$ cat config.mk
export PLATFORM = sky130hd
export DESIGN_NAME = muldiv_unit
export DESIGN_NICKNAME = d
export VERILOG_FILES = /design/src/rtl/muldiv_unit.sv
export SDC_FILE = /design/constraint.sdc
export NUM_CORES = 2
export LEC_CHECK = 0
export BUFFER_PORTS_ARGS = -buffer_cell sky130_fd_sc_hd__buf_2
export CORE_ASPECT_RATIO = 1.1
export CORE_MARGIN = 4
export CORE_UTILIZATION = 60
export CTS_CLUSTER_SIZE = 24
export DETAILED_ROUTE_END_ITERATION = 10
export PLACE_DENSITY = 0.91
export SYNTH_ARGS = -nofsm -noshare
export SYNTH_HDL_FRONTEND = slang
export SYNTH_SLANG_ARGS = --single-unit
$ cat constraint.sdc
create_clock -name cpu_clock_i -period 9.06 [get_ports cpu_clock_i]
set_input_delay 0.453 -clock cpu_clock_i [delete_from_list [all_inputs] [get_ports cpu_clock_i]]
set_output_delay 0.453 -clock cpu_clock_i [all_outputs]
set_load 0.005 [all_outputs]
$ cat src/rtl/muldiv_unit.sv
// RV32M multiply/divide execution unit: two-cycle multiplier, 32-step restoring
// divider, one operation in flight, result held until writeback accepts it.
module muldiv_unit #(
   parameter int TAG_W = 6
) (
   input  logic             cpu_clock_i,
   input  logic             cpu_reset_i,
   input  logic             flush_i,
   input  logic             req_valid_i,
   output logic             req_ready_o,
   input  logic [6:0]       req_uop_i,
   input  logic [31:0]      req_rs1_i,
   input  logic [31:0]      req_rs2_i,
   input  logic [TAG_W-1:0] req_tag_i,
   output logic             res_valid_o,
   input  logic             res_ready_i,
   output logic [31:0]      res_data_o,
   output logic [TAG_W-1:0] res_tag_o
);

   typedef enum logic [2:0] {S_IDLE, S_MUL, S_DIV, S_FIX, S_DONE} state_e;

   typedef struct packed {
      logic [2:0]       uop;
      logic [TAG_W-1:0] tag;
      logic             qneg;
      logic             rneg;
   } ctx_t;

   state_e      state_q, state_d;
   ctx_t        ctx_q, ctx_d;
   logic [31:0] a_q, a_d;      // multiplicand, or dividend shifting into quotient
   logic [31:0] b_q, b_d;      // multiplier, or divisor magnitude
   logic [31:0] rem_q, rem_d;
   logic [5:0]  cnt_q, cnt_d;
   logic [31:0] res_q, res_d;
   logic        vld_q, vld_d;

   logic        accept;
   logic        req_signed, req_is_rem, div0, ovf;
   logic [31:0] abs_a, abs_b, special_res;
   logic        sext_a, sext_b;
   logic signed [65:0] ma, mb, prod;
   logic [32:0] r_sh, sub;
   logic        unused_bits;

   assign req_ready_o = (state_q == S_IDLE) && !cpu_reset_i;
   assign accept      = req_valid_i && req_ready_o && !flush_i;

   // Odd divide uops (DIVU, REMU) are unsigned; bit 1 selects remainder.
   assign req_signed  = !req_uop_i[0];
   assign req_is_rem  = req_uop_i[1];
   assign abs_a       = (req_signed && req_rs1_i[31]) ? (32'd0 - req_rs1_i) : req_rs1_i;
   assign abs_b       = (req_signed && req_rs2_i[31]) ? (32'd0 - req_rs2_i) : req_rs2_i;
   assign div0        = (req_rs2_i == 32'd0);
   assign ovf         = req_signed && (req_rs1_i == 32'h8000_0000) && (req_rs2_i == 32'hFFFF_FFFF);

   always_comb begin
      special_res = 32'd0;
      if (div0)
         special_res = req_is_rem ? req_rs1_i : 32'hFFFF_FFFF;
      else if (ovf)
         special_res = req_is_rem ? 32'd0 : 32'h8000_0000;
   end

   // rs1 is sign-extended except for MULHU; rs2 only for MUL and MULH.
   assign sext_a = (ctx_q.uop[1:0] != 2'd3);
   assign sext_b = !ctx_q.uop[1];
   assign ma     = {{34{sext_a & a_q[31]}}, a_q};
   assign mb     = {{34{sext_b & b_q[31]}}, b_q};
   assign prod   = ma * mb;

   assign r_sh = {rem_q, a_q[31]};
   assign sub  = r_sh - {1'b0, b_q};

   assign unused_bits = ^{req_uop_i[6:3], prod[65:64]};

   always_comb begin
      state_d = state_q;
      ctx_d   = ctx_q;
      a_d     = a_q;
      b_d     = b_q;
      rem_d   = rem_q;
      cnt_d   = cnt_q;
      res_d   = res_q;
      case (state_q)
         S_IDLE: begin
            if (accept) begin
               ctx_d.uop  = req_uop_i[2:0];
               ctx_d.tag  = req_tag_i;
               ctx_d.qneg = 1'b0;
               ctx_d.rneg = 1'b0;
               if (!req_uop_i[2]) begin
                  a_d     = req_rs1_i;
                  b_d     = req_rs2_i;
                  state_d = S_MUL;
               end else if (div0 || ovf) begin
                  res_d   = special_res;
                  state_d = S_DONE;
               end else begin
                  a_d        = abs_a;
                  b_d        = abs_b;
                  rem_d      = 32'd0;
                  cnt_d      = 6'd0;
                  ctx_d.qneg = req_signed && (req_rs1_i[31] ^ req_rs2_i[31]);
                  ctx_d.rneg = req_signed && req_rs1_i[31];
                  state_d    = S_DIV;
               end
            end
         end
         S_MUL: begin
            res_d   = (ctx_q.uop[1:0] == 2'd0) ? prod[31:0] : prod[63:32];
            state_d = S_DONE;
         end
         S_DIV: begin
            a_d   = {a_q[30:0], !sub[32]};
            rem_d = sub[32] ? r_sh[31:0] : sub[31:0];
            cnt_d = cnt_q + 6'd1;
            if (cnt_q == 6'd31)
               state_d = S_FIX;
         end
         S_FIX: begin
            if (ctx_q.uop[1])
               res_d = ctx_q.rneg ? (32'd0 - rem_q) : rem_q;
            else
               res_d = ctx_q.qneg ? (32'd0 - a_q) : a_q;
            state_d = S_DONE;
         end
         S_DONE: begin
            if (res_ready_i)
               state_d = S_IDLE;
         end
         default: state_d = S_IDLE;
      endcase
      if (flush_i)
         state_d = S_IDLE;
   end

   assign vld_d = (state_d == S_DONE);

   always_ff @(posedge cpu_clock_i) begin
      if (cpu_reset_i) begin
         state_q <= S_IDLE;
         ctx_q   <= '0;
         a_q     <= 32'd0;
         b_q     <= 32'd0;
         rem_q   <= 32'd0;
         cnt_q   <= 6'd0;
         res_q   <= 32'd0;
         vld_q   <= 1'b0;
      end else begin
         state_q <= state_d;
         ctx_q   <= ctx_d;
         a_q     <= a_d;
         b_q     <= b_d;
         rem_q   <= rem_d;
         cnt_q   <= cnt_d;
         res_q   <= res_d;
         vld_q   <= vld_d;
      end
   end

   assign res_valid_o = vld_q;
   assign res_data_o  = res_q;
   assign res_tag_o   = ctx_q.tag;

endmodule

### Word-level counts from Yosys, hierarchy flattened

Index checks and enable logic that the tools add are counted.

* add/sub/neg operators: 6
* multipliers: 1
* eq/ne operators: 15
* muxes and demuxes: 38
* bitwise gates (word level): 3
* reductions and logical operators: 25

Operators by type and width (count)
* 2-to-1 mux 32 bit: 22
* one-hot mux 32 bit (2 select lines): 2
* subtractor 1 x 32 -> 32 bit, first input constant: 4
* one-hot mux 32 bit (3 select lines): 1
* == test 32 bit, second input constant: 2
* multiplier 33 x 33 -> 64 bit: 1
* subtractor 33 x 32 -> 33 bit: 1
* zero test 32 bit: 1
* 2-to-1 mux 3 bit: 6
* 2-to-1 mux 6 bit: 3
* one-hot mux 3 bit (4 select lines): 1
* one-hot mux 6 bit (2 select lines): 1
* inequality test 2 bit, second input constant: 5
* logical AND 1 bit: 8
* AND reduction 4 bit: 2
* adder 6 x 1 -> 6 bit, second input constant: 1
* == test 3 x 2 -> 1 bit, second input constant: 2
* == test 3 bit, second input constant: 2
* == test 6 x 5 -> 1 bit, second input constant: 1
* AND reduction 3 bit: 2
* zero test 1 bit: 5
* 2-to-1 mux 2 bit: 2
* == test 3 x 1 -> 1 bit, second input constant: 1
* zero test 3 bit: 1
* 10 further kinds: 11

* register bits: 148
* input port bits: 82
* output and inout port bits: 40
* word-level logic and storage cells: 99

### Logic depth before layout (Yosys ltp)

* word-level depth: 10
* gate-level depth with buffers: 31
* depth with buffers taken out: 29

### Worst setup path after synthesis

Ideal clock, no wire load.

* kind: reg2reg
* from: reg a_q[31]
* to: reg res_q[28], in the netlist res_data_o[28]
* library setup time: 86 ps
* data arrival time: 8483 ps
* slack: 491 ps
* cell stages (with the launch flop): 31
* path buffers: 3
* period minus slack after synthesis: 8569 ps
* cells stage by stage: dfxtp_1 inv_1 a21oi_1 clkbuf_1 clkbuf_1 nand2_1 fa_1 fa_1 inv_1 fa_1 inv_1 fa_1 inv_1 fa_1 fa_1 fa_1 inv_1 fa_1 inv_1 ha_1 clkbuf_1 a21oi_1 o21ai_0 a221oi_1 o21ai_0 a22oi_1 a311oi_1 nor2_1 nor3_1 o311a_1 a211oi_1

* longest elaborated chain between the ends: 4

Ends and longest elaborated chain
* start, declared: line 32 `logic [31:0] a_q, a_d;`
* start signal, assigned: line 145 `a_q <= 32'd0;`
* start signal, assigned: line 154 `a_q <= a_d;`
* bitwise AND 1 bit: line 69 `assign ma = {{34{sext_a & a_q[31]}}, a_q};`
* multiplier 33 x 33 -> 64 bit *: line 71 `assign prod = ma * mb;`
* 2-to-1 mux 32 bit *: line 112 `res_d = (ctx_q.uop[1:0] == 2'd0) ? prod[31:0] : prod[63:32];`
* one-hot mux 32 bit (3 select lines) *: line 86 `case (state_q)`
* end signal, assigned: line 158 `res_q <= res_d;`
* end, declared: line 36 `logic [31:0] res_q, res_d;`

Mark *: on every way between the ends. The rest lies on a longest branch, timed or not.
A chain may end at the register's enable or synchronous reset.

### Worst setup path in the final report

* from: reg a_q[19]
* to: reg res_q[17], in the netlist res_data_o[17]

* longest elaborated chain between the ends: 3

Ends and longest elaborated chain (line)
* multiplier 33 x 33 -> 64 bit: 71
* 2-to-1 mux 32 bit: 112
* one-hot mux 32 bit (3 select lines): 86

Every way passes these cells.

==> results.json <==
{
  "power_density_nw_per_um2": 60.1,
  "io_pins": 122,
  "p_leak_nw": 24.9,
  "critPathMaxStageDelay_ps": 990,
  "synth-edff-count": 0,
  "num_vias": 42175,
  "htreeDepth": 4,
  "netlist_instances": 5776,
  "synth_area_leader_cell": "fa_1",
  "synth_top_flop_cell": "dfxtp_1",
  "status": "completed",
  "finalMaxSlewViolations": 0,
  "overflow": 0,
  "die_w_um": 281,
  "clockRootBuffer": "clkbuf_16",
  "firstDrtPassIters": 9,
  "r2r_setup_slack_ps": 150,
  "crit_path_start": "a_q[19]$_SDFFE_PP0P_",
  "grt_pass1_vias": 46515,
  "cp-end-kind": "flop",
  "gp_congestion": 1.07,
  "final_cell_mix": "inv_1, fa_1, nand2_1",
  "setup_tns_ps": 0,
  "syn-mean-instance-area_um2": 8.53,
  "final_area_um2": 51800,
  "cp.depth": 25,
  "vias_per_cell": 6.21,
  "worst_path_most_repeated_cell": "fa_1",
  "reg2regPathDepth": 25,
  "finalCritPeriodShare_pct": 98.4,
  "clock_skew_ps": 16.4,
  "worstSetupEndpoint": "res_data_o[17]$_SDFFE_PP0P_",
  "ys_seq_elements": 148,
  "wl_per_cell_um": 23.3,
  "fin_crit_ps": 8910,
  "initial_core_util_pct": 60.9,
  "hp-class": "primary input to flop",
  "cts_tree": "built",
  "crit_buf_inv": 5,
  "drtIter0Drc": 4590,
  "routed_wl_um": 158000,
  "ys_seq_area_share_pct": 6.01,
  "clk_latency_ps": 460,
  "crit_family": "adder cells",
  "vdd.ir_drop.worst_mv": 0.112,
  "antenna_found_initial": 25,
  "ys_async_sr_fraction_pct": 0,
  "grt_pass1_wl_um": 250000,
  "clock.fmax_ghz": 0.112,
  "synth.distinct_cells": 85,
  "ys_warn_count": 0,
  "place_ws_ps": 268,
  "layout_commonest_cell": "inv_1",
  "setup_viol": 0,
  "place_hpwl_um": 130000,
  "dieArea_um2": 86800,
  "grt_usage_pct": 37.4,
  "synth_area_leaders": "fa_1, inv_1, nand2_1, ha_1, dfxtp_1",
  "core-area_um2": 80900,
  "postSynthNetCount": 7235,
  "die_y_um": 309,
  "syn2layout_area_growth_pct": 5.06,
  "placed_area_um2": 51100,
  "nNetsFinal": 7169,
  "path_max_fanout": 19,
  "rows": 109,
  "cts.path.max_buffers": 2,
  "final_antenna_net_count": 0,
  "hold_viol_final": 0,
  "fill_cells": 6041,
  "rsz0062_at_grt": "false",
  "clock_sinks": 148,
  "syn_area_um2": 49300,
  "clk_pin_slew_worst_paths_ps": 80,
  "whs_ps": 181,
  "worstPathRequired_ps": 9410,
  "rr_startpoint": "a_q[19]$_SDFFE_PP0P_",
  "crit_type": "flop to flop",
  "crit_slowest_cell": "dfxtp_1",
  "cp-start-kind": "flop",
  "setup_slack_ps": 148,
  "port_buffers": 117,
  "drv_cap": 0,
  "max_slew_margin_pct": 15.7,
  "cp.arrival_ps": 9260,
  "drc": 0,
  "yosys.area.top_type_share_pct": 45.7,
  "r2r-end": "res_data_o[17]$_SDFFE_PP0P_",
  "cts_made_buffers": 17,
  "grt_max_degree": 66,
  "drive_above_1_share_pct": 6.36,
  "worst_slew_pin_slew_ps": 1260
}
how the worst min path moves through the flow:
stage	end	depth (start not counted)	startpoint
after floorplan	res_tag_o[0]$_SDFFE_PP0P_	2	res_tag_o[0]$_SDFFE_PP0P_
after detailed placement	res_tag_o[5]$_SDFFE_PP0P_	2	res_tag_o[5]$_SDFFE_PP0P_
after global placement	res_tag_o[5]$_SDFFE_PP0P_	2	res_tag_o[5]$_SDFFE_PP0P_
after global routing	state_q[1]$_SDFF_PP0_	2	flush_i
after CTS	state_q[1]$_SDFF_PP0_	2	flush_i
final	state_q[1]$_SDFF_PP0_	2	flush_i
timing repair:
action	4_1_cts	5_1_grt
hold buffers	0	0
gates resized for setup	0	16
setup buffers	0	0
endpoints found under the setup margin	0	14
layer usage:
metal	global-route usage (%)	vias up	wire (µm)	part of all wire [%]
met5	0	-	154	0.097
met4	26.9	24	14000	8.9
met3	13.1	1047	22800	14
met2	58.2	3218	70600	45
met1	43.3	20485	50600	32
li1	-	17401	-	-
layout make-up:
type / instances / area, µm² / share of cell area [%]
Multi-Input combinational cell: 4094 / 40600 / 78.3
Inverter: 1176 / 4410 / 8.52
Sequential cell: 148 / 2980 / 5.75
Timing Repair Buffer: 273 / 1860 / 3.59
Tap cell: 1054 / 1320 / 2.55
Clock buffer: 17 / 425 / 0.821
Clock inverter: 15 / 206 / 0.399
Antenna cell: 12 / 30.0 / 0.0580
registers in the layout, summed over array words and instances, names as in the netlist:
register / flops
a_q: 32
b_q: 32
cnt_q: 6
ctx_q: 4
rem_q: 32
res_data_o: 32
res_tag_o: 6
res_valid_o: 1
state_q: 3
stage by stage:
stage | util, % | cells | power, mW
after CTS | 64.0 | 6777 | 3.05
after detailed placement | 63.2 | 6745 | 2.24
after global routing | 64.0 | 6782 | 3.26
after global placement | 63.2 | 6745 | 2.18
final | 64.0 | 6789 | 3.11
after floorplan | - | 5776 | 1.70
synthesized netlist by cell type (21+ instances only):
cell / instances
a31oi_1: 21
o211ai_1: 26
a21o_1: 35
nand4_1: 28
o21ai_0: 166
inv_1: 1175
nand3_1: 44
o31ai_1: 31
xor2_1: 86
nor2_1: 296
buf_1: 44
mux2i_1: 26
nor3_1: 43
fa_1: 1126
ha_1: 251
a21oi_1: 177
clkbuf_1: 286
dfxtp_1: 148
nand2b_1: 26
and2_1: 330
xnor2_1: 122
a211oi_1: 92
nand2_1: 885
power breakdown:
part           switching [mW]  leakage [nW]  internal [mW]
Clock                   0.360         0.309          0.448
Sequential             0.0910          1.21          0.671
Combinational           0.987          23.4          0.555
logic make-up after synthesis:
| kind of cell | synth area share, % |
|---|---|
| flip-flops | 6.01 |
| multiplexers | 0.551 |
| XOR/XNOR | 3.70 |
| AO/OA/AOI/OAI | 9.16 |
| adder cells (fa/ha/maj) | 52.1 |
| buffers and inverters | 11.8 |
| AND/OR/NAND/NOR | 16.7 |
worst register-to-register path, cell delays in order, from the launching register on:
cell       delay [ps]
dfxtp_1           990
nand2_1           200
fa_1              500
fa_1              510
inv_1              60
fa_1              520
inv_1              70
fa_1              530
inv_1              60
fa_1              490
fa_1              520
fa_1              500
inv_1              50
fa_1              540
inv_1              70
ha_1              370
a21oi_1           240
o21ai_0           180
nor2b_1           190
or3_1             350
o2111ai_1         440
nand2_1           320
a41oi_1           440
mux2i_1           350
o21ai_0           160
o211a_1           170
Note: power is estimated with default switching activity, not from simulation.
